### config.mk
export PLATFORM = sky130hd
export DESIGN_NAME = sha_round_sequencer
export DESIGN_NICKNAME = d
export VERILOG_FILES = /design/src/rtl/sha_round_sequencer.sv
export SDC_FILE = /design/constraint.sdc
export NUM_CORES = 1
export LEC_CHECK = 0
export CAP_MARGIN = 20
export CORE_UTILIZATION = 49
export CTS_CLUSTER_DIAMETER = 30
export DETAILED_ROUTE_END_ITERATION = 7
export GPL_TIMING_DRIVEN = 0
export PLACE_DENSITY = 0.76
export RECOVER_POWER = 100
export SETUP_SLACK_MARGIN = 0.1
export SLEW_MARGIN = 20
export SYNTH_ARGS = -nofsm -noshare
export SYNTH_HDL_FRONTEND = slang
export SYNTH_SLANG_ARGS = --single-unit
### constraint.sdc
create_clock -name cnt -period 2.3 [get_ports cnt]
set_input_delay 0.345 -clock cnt [delete_from_list [all_inputs] [get_ports cnt]]
set_output_delay 0.345 -clock cnt [all_outputs]
set_load 0.05 [all_outputs]
### src/rtl/sha_round_sequencer.sv
// Control sequencer for a SHA-2 style block engine: load words, run rounds, accumulate, write digest.
// Optional macro SEQ_ABORT_EN adds an abort input and a one-cycle aborted indication.
module sha_round_sequencer #(
    parameter int WORDS  = 16,
    parameter int ROUNDS = 64,
    parameter int DIGEST = 8,
    parameter int ADDR_W = 4,
    parameter int K_W    = 6,
    parameter int NB_W   = 8
) (
    input  logic              cnt,
    input  logic              reset,
    input  logic              start,
    input  logic [NB_W-1:0]   num_blocks,
`ifdef SEQ_ABORT_EN
    input  logic              abort,
    output logic              aborted,
`endif
    output logic              busy,
    output logic              load_en,
    output logic [ADDR_W-1:0] in_mem_addr,
    output logic              round_en,
    output logic [K_W-1:0]    k_num,
    output logic              upd_en,
    output logic              en_mem_out,
    output logic [ADDR_W-1:0] out_mem_addr,
    output logic [NB_W-1:0]   block_idx,
    output logic              done
);

    localparam int SW = (K_W > ADDR_W) ? K_W : ADDR_W;
    localparam logic [SW-1:0] LOAD_LAST  = SW'(WORDS - 1);
    localparam logic [SW-1:0] ROUND_LAST = SW'(ROUNDS - 1);
    localparam logic [SW-1:0] WRITE_LAST = SW'(DIGEST - 1);

    typedef enum logic [2:0] {
        S_IDLE, S_LOAD, S_ROUND, S_UPDATE, S_WRITE, S_DONE
    } state_t;

    state_t          state, state_nxt;
    logic [SW-1:0]   step;
    logic [NB_W-1:0] blk;
    logic [NB_W-1:0] nb_lat;
    logic            kill;
    logic            last_blk;

`ifdef SEQ_ABORT_EN
    logic aborted_q;
    assign kill    = abort && (state != S_IDLE);
    assign aborted = aborted_q;

    always_ff @(posedge cnt or negedge reset) begin
        if (!reset) aborted_q <= 1'b0;
        else        aborted_q <= kill;
    end
`else
    assign kill = 1'b0;
`endif

    // Comparing against count-1 keeps the block counter from ever needing count itself.
    assign last_blk = (blk == nb_lat - NB_W'(1));

    always_ff @(posedge cnt or negedge reset) begin
        if (!reset) begin
            state  <= S_IDLE;
            step   <= '0;
            blk    <= '0;
            nb_lat <= '0;
        end else begin
            state <= state_nxt;
            if (state_nxt != state)
                step <= '0;
            else if (state == S_LOAD || state == S_ROUND || state == S_WRITE)
                step <= step + SW'(1);
            if (state == S_IDLE && start) begin
                blk    <= '0;
                nb_lat <= (num_blocks == '0) ? NB_W'(1) : num_blocks;
            end else if (state == S_UPDATE && state_nxt == S_LOAD) begin
                blk <= blk + NB_W'(1);
            end
        end
    end

    always_comb begin
        state_nxt = state;
        case (state)
            S_IDLE:   if (start) state_nxt = S_LOAD;
            S_LOAD:   if (step == LOAD_LAST) state_nxt = S_ROUND;
            S_ROUND:  if (step == ROUND_LAST) state_nxt = S_UPDATE;
            S_UPDATE: state_nxt = last_blk ? S_WRITE : S_LOAD;
            S_WRITE:  if (step == WRITE_LAST) state_nxt = S_DONE;
            S_DONE:   state_nxt = S_IDLE;
            default:  state_nxt = S_IDLE;
        endcase
        if (kill) state_nxt = S_IDLE;
    end

    always_comb begin
        busy         = (state != S_IDLE);
        load_en      = (state == S_LOAD);
        round_en     = (state == S_ROUND);
        upd_en       = (state == S_UPDATE);
        en_mem_out   = (state == S_WRITE);
        done         = (state == S_DONE);
        in_mem_addr  = load_en    ? step[ADDR_W-1:0] : '0;
        k_num        = round_en   ? step[K_W-1:0]    : '0;
        out_mem_addr = en_mem_out ? step[ADDR_W-1:0] : '0;
        block_idx    = blk;
    end

endmodule
== Word-level counts from Yosys, hierarchy flattened ==
Index checks and enable logic that the tools add are counted.
Word-level totals
  register bits: 25
  word-level logic and storage cells: 41
  output and inout port bits: 28
  bits of input ports: 11
Cells by class
  eq/ne operators: 11
  reduce and logical (&&, ||, !) cells: 9
  $add $sub $neg: 3
  muxes and demuxes: 14
Operator list (count)
  $mux 8: 3
  $mux 6: 3
  $mux 3: 5
  $pmux 3 s5: 1
  $add 8x1->8 const B: 1
  $eq 8x8->1: 1
  $logic_not 8->1: 1
  $mux 4: 2
  $sub 8x1->8 const B: 1
  $add 6x1->6 const B: 1
  $eq 3x1->1 const B: 2
  $eq 3x2->1 const B: 2
  $eq 3x3->1 const B: 2
  $eq 6x3->1 const B: 1
  $eq 6x4->1 const B: 1
  $eq 6x6->1 const B: 1
  $reduce_bool 2->1: 2
  $logic_not 3->1: 1
  $ne 3x3->1: 1
  $reduce_bool 3->1: 1
  $logic_and 1x1->1: 2
  $logic_or 1x1->1: 2

== Logic depth before layout (Yosys ltp) ==
Gate-level depths: netlist of run 1.
  depth in word-level cells: 8
  mapped depth: 8
  gate-level depth less buffers: 8

== Worst setup path before layout of run 1 ==
No wires, ideal clock.
  path kind: register to register
  start point: register state[2]
  end point: register step[1]
  setup time: 125 ps
  slack: -893 ps
  buffers on the path: 1
  cell stages (with the launch flop): 8
  arrival: 3068 ps
  period minus slack after synthesis: 3193 ps
  required time: 2175 ps
  cell sequence: dfrtp_1 buf_2 nor3b_1 and2_1 a221oi_1 nor2b_1 a21boi_2 nor2_1
On the way
  cells in the longest elaborated chain, start to end: 4
  elaborated cells between the ends (all ways): 15
  those cells by class: 5 x eq/ne; 6 x mux; 4 x reduce/logical
Ends and longest elaborated chain
  from (decl): RTL line 40  | state_t state, state_nxt;
  from (signal assigned): RTL line 70  | state <= state_nxt;
  $eq 3x3->1 (*)
  via en_mem_out: RTL line 25  | output logic en_mem_out,
  $pmux 3 s5: RTL line 86  | case (state)
  $ne 3x3->1: RTL line 71  | if (state_nxt != state)
  $mux 6 / $reduce_bool 2->1 (equally long branches)
  to (signal assigned): RTL line 74  | step <= step + SW'(1);
  to (decl): RTL line 41  | logic [SW-1:0] step;
Mark *: on every way through the listed nets, which the timed path passes. The rest lies on a longest branch.
A chain may end at the register's enable or synchronous reset.

== Final worst setup path of run 1 ==
  start point: register state[2]
  end point: output port out_mem_addr[2]
On the way
  cells in the longest elaborated chain, start to end: 2
Ends and longest elaborated chain
  $eq 3x3->1: RTL line 103  | en_mem_out = (state == S_WRITE);
  $mux 4: RTL line 107  | out_mem_addr = en_mem_out ? step[ADDR_W-1:0] : '0;
  to (decl): RTL line 26  | output logic [ADDR_W-1:0] out_mem_addr,
No other way between the ends.

==> impl_metrics.csv, run 1 <==
group,metric,value,unit
status,status,"complete, no violations",
sta,max_slew.worst_pin.slew,1.35,ns
route,drt-total-wl,3920,um
power_and_ir_drop,p_sw_share,23.1,%
place,dp_hpwl,3000,um
yosys,synth_simple_gate_area_share,31.9,%
finish,instances_no_fill,270,
place,portBuffers,38,
clocking,clk_latency,0.33,ns
critical_path,cp_data_arrival_time,1.81,ns
global_route,grt_pass1_wl,6420,um
clocking,clockRootBuffer,"clkbuf_4",
sta,finalHoldViolations,0,
global_route,grt_use_total,24.7,%
yosys,synth_seq_cells,25,
power_and_ir_drop,pwr-share-comb,3.9,%
route,vias_per_cell,5.41,
finish,final_nets,241,
die,pin_count,39,
sta,fin_crit_sh,93.9,%
sta,period_needed,2.16,ns
critical_path,worstPathMaxFanout,10,
sta,fin_setup_tns,0,ns
sta,clock.fmax,463,MHz
clocking,numCtsBuffers,3,
global_route,grt_max_degree,26,
power_and_ir_drop,p_sw,0.158,mW
die,dieHeight,59.5,um
die,rows,20,
route,vias,1460,
route,drt_iter0_markers,53,
place,gp_congestion,0.799,
global_route,grt_overflow_total,0,
power_and_ir_drop,p_int,0.525,mW
die,initial_core_util,52.3,%
global_route,antenna_found_initial,0,
power_and_ir_drop,p_leak,0.954,nW
critical_path,rrSetupSlack,0.21,ns
yosys,synth_compound_area_share,10.8,%
critical_path,cp-start-kind,"flop",
clocking,cts_tree,"done",
clocking,hold_buffers,0,
yosys,synth_nets,191,
critical_path,critPathRequiredTime,1.96,ns
clocking,cts_max_level,1,
power_and_ir_drop,seqPwrFrac,64.4,%
die,dieArea,3540,um2
yosys,yosysWarnings,0,
yosys,synth_top_family_by_area,"simple AND/OR/NAND/NOR gates",
yosys,netlist_instances,177,
die,core_area,3100,um2
finish,diodes,0,
finish,area_delta_synth_final,31.5,%
yosys,synth_fa_ha_area_share,2.31,%
place,placed_cells,259,
yosys,synth-xor-area-share,10.3,%
yosys,synth.avg_cell_area,9.16,um2
sta,slew_headroom,9.88,%
clocking,clk_transition_reported_paths,0.15,ns
sta,setup_viol,0,
power_and_ir_drop,power_density,320,nW/um2
sta,slew_violations,0,
sta,rsz0062_at_grt,"yes",
route,ant_nets,0,
yosys,ys_seq_area_share,38.6,%
run,maxCapViolCount,0,
route,first_pass_iters,4,
power_and_ir_drop,irDropWorstVdd,0.000387,V
die,die_w,59.5,um
yosys,netlist_area,1620,um2
sta,skew,0.00160,ns
yosys,muxShareOfSynthArea,3.09,%
clocking,clock_path_buffers,2,
critical_path,critPathKind,"flop to output pin",
clocking,cts_num_sinks,25,
yosys,ys_types,38,
route,wire_per_inst,14.5,um
global_route,grt_pass1_vias,1346,
critical_path,cp-end-kind,"output pin",
route,drc,0,
hold_path,hold_path_class,"input port to asynchronous set/reset pin",
power_and_ir_drop,clkPwrFrac,31.7,%
finish,final_layout_size_suffix_gt1_share,19.5,%
[worst max-delay path, stage by stage (launching register included)]
cell and delay [ns]:
dfrtp_1 0.35, clkbuf_4 0.21, nor3b_2 0.34, and2_4 0.22, clkdlybuf4s18_2 0.36
[cells in the mapped netlist]
master	count	area (um2)
nor2_1	13	48.8
nand3b_1	2	15.0
o21ai_0	7	35.0
a21boi_2	1	11.3
or4_1	1	7.51
nor3_1	4	20.0
nor4b_1	1	8.76
inv_1	4	15.0
xnor2_1	14	123
and2_1	15	93.8
a31oi_1	2	12.5
buf_2	3	15.0
clkbuf_1	2	7.51
and3_1	4	25.0
nor2b_1	2	12.5
nand4_1	5	31.3
or3_1	1	6.26
and2b_2	1	8.76
a221oi_1	1	8.76
nor4_1	1	6.26
nand2_1	35	131
o21bai_1	2	15.0
nand3_1	1	5.00
a21oi_1	2	10.0
nor3b_2	1	12.5
nor3b_4	1	18.8
xor2_1	5	43.8
a31o_2	3	26.3
buf_6	1	11.3
mux2i_1	5	50.1
and3b_1	1	8.76
a41oi_4	1	27.5
a31o_1	1	8.76
nor3b_1	2	15.0
nor4_4	2	42.5
ha_1	3	37.5
a41o_1	2	20.0
dfrtp_1	25	626
[power by group through the flow]
stage | Clock (mW) | Combinational (mW) | Sequential, mW
floorplan | 0 | 0.000596 | 0.448
global placement | 0 | 0.0272 | 0.448
detailed placement | 0 | 0.0280 | 0.448
CTS | 0.230 | 0.0281 | 0.440
global route | 0.238 | 0.0297 | 0.440
finish | 0.216 | 0.0263 | 0.440
[placed cells by master (no fill, tap or decap), types with 3 or more instances in the layout]
cell and count:
buf_4 4, nor2_1 13, and3_1 4, dfrtp_1 25
clkdlybuf4s50_1 9, nor3b_2 3, dlygate4sd2_1 3, xnor2_1 14
nor3_1 4, clkbuf_2 4, inv_1 4, mux2i_1 5
dlygate4sd3_1 8, a31o_2 3, and2_0 4, and2_1 10
o21ai_0 7, clkbuf_4 6, nand2_1 35, xor2_1 5
ha_1 3, clkbuf_1 4, buf_2 3, nand4_1 5
clkdlybuf4s15_2 9
[area by class of cell]
| cell class | instances | area [um2] |
|---|---|---|
| Buffer | 6 | 36.3 |
| Clock buffer | 3 | 22.5 |
| Clock inverter | 1 | 8.76 |
| Fill cell | 279 | 971 |
| Inverter | 4 | 15.0 |
| Multi-Input combinational cell | 143 | 973 |
| Sequential cell | 25 | 626 |
| Tap cell | 44 | 55.1 |
| Timing Repair Buffer | 44 | 395 |
[path summary, 6_finish.rpt]
kind,startpoint,to,depth (start not counted)
min,reset,block_idx[0],1
max in group asynchronous,reset,block_idx[4],1
max reg2reg,step[0],step[5],7
min reg2reg,nb_lat[6],nb_lat[6],2
max,state[2],out_mem_addr[2],4
min in group cnt,num_blocks[6],nb_lat[6],3
[registers in the layout, summed over array words and instances (netlist names)]
| register | count |
|---|---|
| state | 3 |
| block_idx | 8 |
| nb_lat | 8 |
| step | 6 |
[timing repair]
| action | 4_1_cts | 5_1_grt |
|---|---|---|
| gates cloned | 0 | 1 |
| setup buffers | 3 | 3 |
| endpoints found under the setup margin | 20 | 20 |
| resized for setup | 53 | 17 |
| pin swaps | 1 | 2 |
[logic make-up after synthesis]
family	count (synthesis)
flops	25
xor+xnor	19
mux	5
simple gates	93
compound gates	22
buf+inv	10
fa+ha+maj	3
[routing by layer]
metal	global-route usage, %	vias to the layer above	share of wire (%)
li1	-	711	-
met1	34.0	719	45
met2	40.8	26	50
met3	3.28	4	3.8
met4	6.98	0	1.1
met5	0	-	0
[metrics by stage]
step | setup WS (ns) | util [%] | hold slack [ns] | cell area, um2 | power, mW
final | 0.141 | 68.7 | 0.279 | 2130 | 0.682
after CTS | 0.0291 | 68.9 | 0.542 | 2140 | 0.698
after detailed placement | 0.0422 | 66.9 | 0.535 | 2080 | 0.476
after global placement | 0.0784 | 66.9 | 0.496 | 2080 | 0.475
after floorplan | 0.146 | - | 0.0494 | 1640 | 0.449
after global routing | 0.0529 | 68.7 | 0.414 | 2130 | 0.708
(Power assumes the default switching activity.)
==> run 2: changes to the inputs <==
Settings changed: ABC_AREA set to 1, CORE_UTILIZATION 49 to 50, GPL_TIMING_DRIVEN 0 to unset, PLACE_DENSITY 0.76 to 0.77.
==> impl_metrics.csv, run 2 <==
group,metric,value,unit
status,status,"complete, no violations",
power_and_ir_drop,irDropWorstVdd,0.000224,V
critical_path,cpPeakStageDelay,0.93,ns
yosys,synth_seq_cells,25,
die,dieArea,3650,um2
hold_path,hold_path_class,"flop to flop",
critical_path,critPathKind,"flop to output pin",
critical_path,critPathSlowestCell,"dlygate4sd3_1",
finish,diodes,0,
critical_path,path_cells,"dlygate4sd3_1",
global_route,antenna_found_initial,0,
yosys,ys_types,28,
sta,fin_crit_sh,92.9,%
finish,fillers,306,
yosys,synthTopCellsByArea,"dfrtp_1, nand2_1, inv_1",
die,initial_core_util,54.0,%
critical_path,cp_data_arrival_time,1.79,ns
sta,rsz0062_at_grt,"no",
finish,area_delta_synth_final,22.8,%
critical_path,r2r_end,"block_idx[0]",
yosys,netlist_instances,247,
clocking,hold_buffers,0,
critical_path,r2r-start,"nb_lat[0]",
route,vias_per_cell,5.03,
place,portBuffers,38,
die,core_area,3150,um2
sta,finalHoldViolations,0,
yosys,synth_edf_count,0,
critical_path,critPathTopFamily,"buffers and inverters",
place,gp_congestion,0.854,
route,drt_iter0_markers,83,
die,die_w,60.4,um
sta,skew,0.00864,ns
route,drt-total-wl,4110,um
route,drc,0,
global_route,grt_pass1_vias,1493,
yosys,synthArstFlopShare,100,%
clocking,cts_num_sinks,25,
sta,slew_violations,0,
clocking,clk_latency,0.34,ns
clocking,cts_max_level,1,
critical_path,rrSetupSlack,0.28,ns
route,wire_per_inst,12.2,um
global_route,grt_max_degree,26,
power_and_ir_drop,power_density,328,nW/um2
finish,post-route-util,66.4,%
finish,final_common_cell,"nand2_1",
critical_path,cp.depth,1,
route,ant_nets,0,
yosys,yosysMostFrequentCell,"nand2_1",
clocking,numCtsBuffers,3,
clocking,cts_tree,"done",
critical_path,critPathRequiredTime,1.96,ns
clocking,clk_transition_reported_paths,0.15,ns
die,pin_count,39,
critical_path,critPathBufInv,1,
run,maxCapViolCount,0,
yosys,yosysWarnings,0,
critical_path,crit_end,"block_idx[2]",
route,first_pass_iters,4,
power_and_ir_drop,p_leak,1.09,nW
finish,final_layout_size_suffix_gt1_share,15.4,%
yosys,ys.flop_type,"dfrtp_1",
sta,slew_headroom,10.8,%
finish,layout_common_cells,"nand2_1, inv_1, nor2_1",
route,vias,1690,
die,dieHeight,60.4,um
yosys,ys_seq_area_share,36.7,%
global_route,grt_overflow_total,0,
place,dp_hpwl,3190,um
sta,setup_viol,0,
critical_path,reg2reg_depth,13,
critical_path,crit_start,"block_idx[2]",
yosys,yosys.area.top_type_share,36.7,%
sta,clock.fmax,468,MHz
yosys,synth.avg_cell_area,6.90,um2
sta,fin_setup_tns,0,ns
critical_path,worstPathMaxFanout,7,
yosys,netlist_top_cells_count,"nand2_1, inv_1, nor2_1",
yosys,synth_nets,261,
critical_path,cp-end-kind,"output pin",
yosys,netlist_area,1700,um2
clocking,clock_path_buffers,2,
critical_path,cp-start-kind,"flop",
yosys,yosys.area.top_type,"dfrtp_1",
finish,final_nets,307,
sta,period_needed,2.14,ns
die,rows,20,
global_route,grt_use_total,25.5,%
sta,max_slew.worst_pin.slew,1.34,ns
clocking,clockRootBuffer,"clkbuf_4",
global_route,grt_pass1_wl,6920,um
==> run 2: changes by cell type in the layout (fill, tap and decap cells not counted), moves of 8 or more <==
cell | before | now
o21ai_0 | 7 | 15
clkdlybuf4s15_2 | 9 | 0
nand2_1 | 35 | 62
clkbuf_2 | 4 | 15
and2_1 | 10 | 0
nor2_2 | 0 | 8
nand3_1 | 1 | 21
inv_1 | 4 | 34
nor2_1 | 13 | 33
xnor2_1 | 14 | 1
==> run 2: routing by layer <==
layer	up-vias	wire, um	GRT usage, %
met2	23	1940	40.7
met4	0	45	6.98
li1	869	-	-
met1	793	2010	36.7
met3	5	110	3.20
met5	-	0	0
==> run 2: kinds of logic after synthesis <==
logic type                 Yosys count  synth area share [%]
adders and majority gates            3                  2.20
buffers and inverters               45                  10.1
AOI/OAI and AO/OA                   26                  9.69
and+or+nand+nor                    141                  37.7
DFF                                 25                  36.7
xor gates and xnor gates             7                  3.60
==> run 2: worst min-delay path by stage <==
stage,from,end,depth (start not counted)
finish,nb_lat[1],nb_lat[1],2
detailed placement,nb_lat[1],nb_lat[1],2
global route,nb_lat[1],nb_lat[1],2
global placement,nb_lat[1],nb_lat[1],2
floorplan,reset,block_idx[0],0
CTS,reset,state[2],2
==> run 2: area by class of cell <==
| type | count | area, um2 | share of cell area (%) |
|---|---|---|---|
| Multi-Input combinational cell | 177 | 896 | 42.8 |
| Clock buffer | 3 | 22.5 | 1.08 |
| Clock inverter | 1 | 8.76 | 0.418 |
| Sequential cell | 25 | 626 | 29.9 |
| Timing Repair Buffer | 44 | 328 | 15.7 |
| Inverter | 42 | 158 | 7.53 |
| Tap cell | 44 | 55.1 | 2.63 |
==> run 2: where the power goes <==
group          internal [mW]  switching (mW)
combinational         0.0157          0.0133
sequential             0.440               0
clock                 0.0711           0.148
==> run 2: metrics by stage <==
stage	worst slack [ns]	area (um2)	std cells	total power, mW	hold WS, ns
after floorplan	0.0962	1720	247	0.450	0.0494
after global placement	0.320	2130	329	0.479	0.516
after detailed placement	0.276	2130	329	0.479	0.533
after CTS	0.146	2150	333	0.693	0.353
after global routing	0.0743	2090	336	0.719	0.595
final	0.162	2090	336	0.687	0.555
==> run 2: timing repair <==
| action | 4_1_cts | 5_1_grt |
|---|---|---|
| gates resized for setup | 4 | 1 |
| buffers inserted | 0 | 3 |
| pin swaps | 0 | 1 |
| endpoints found under the setup margin | 4 | 10 |
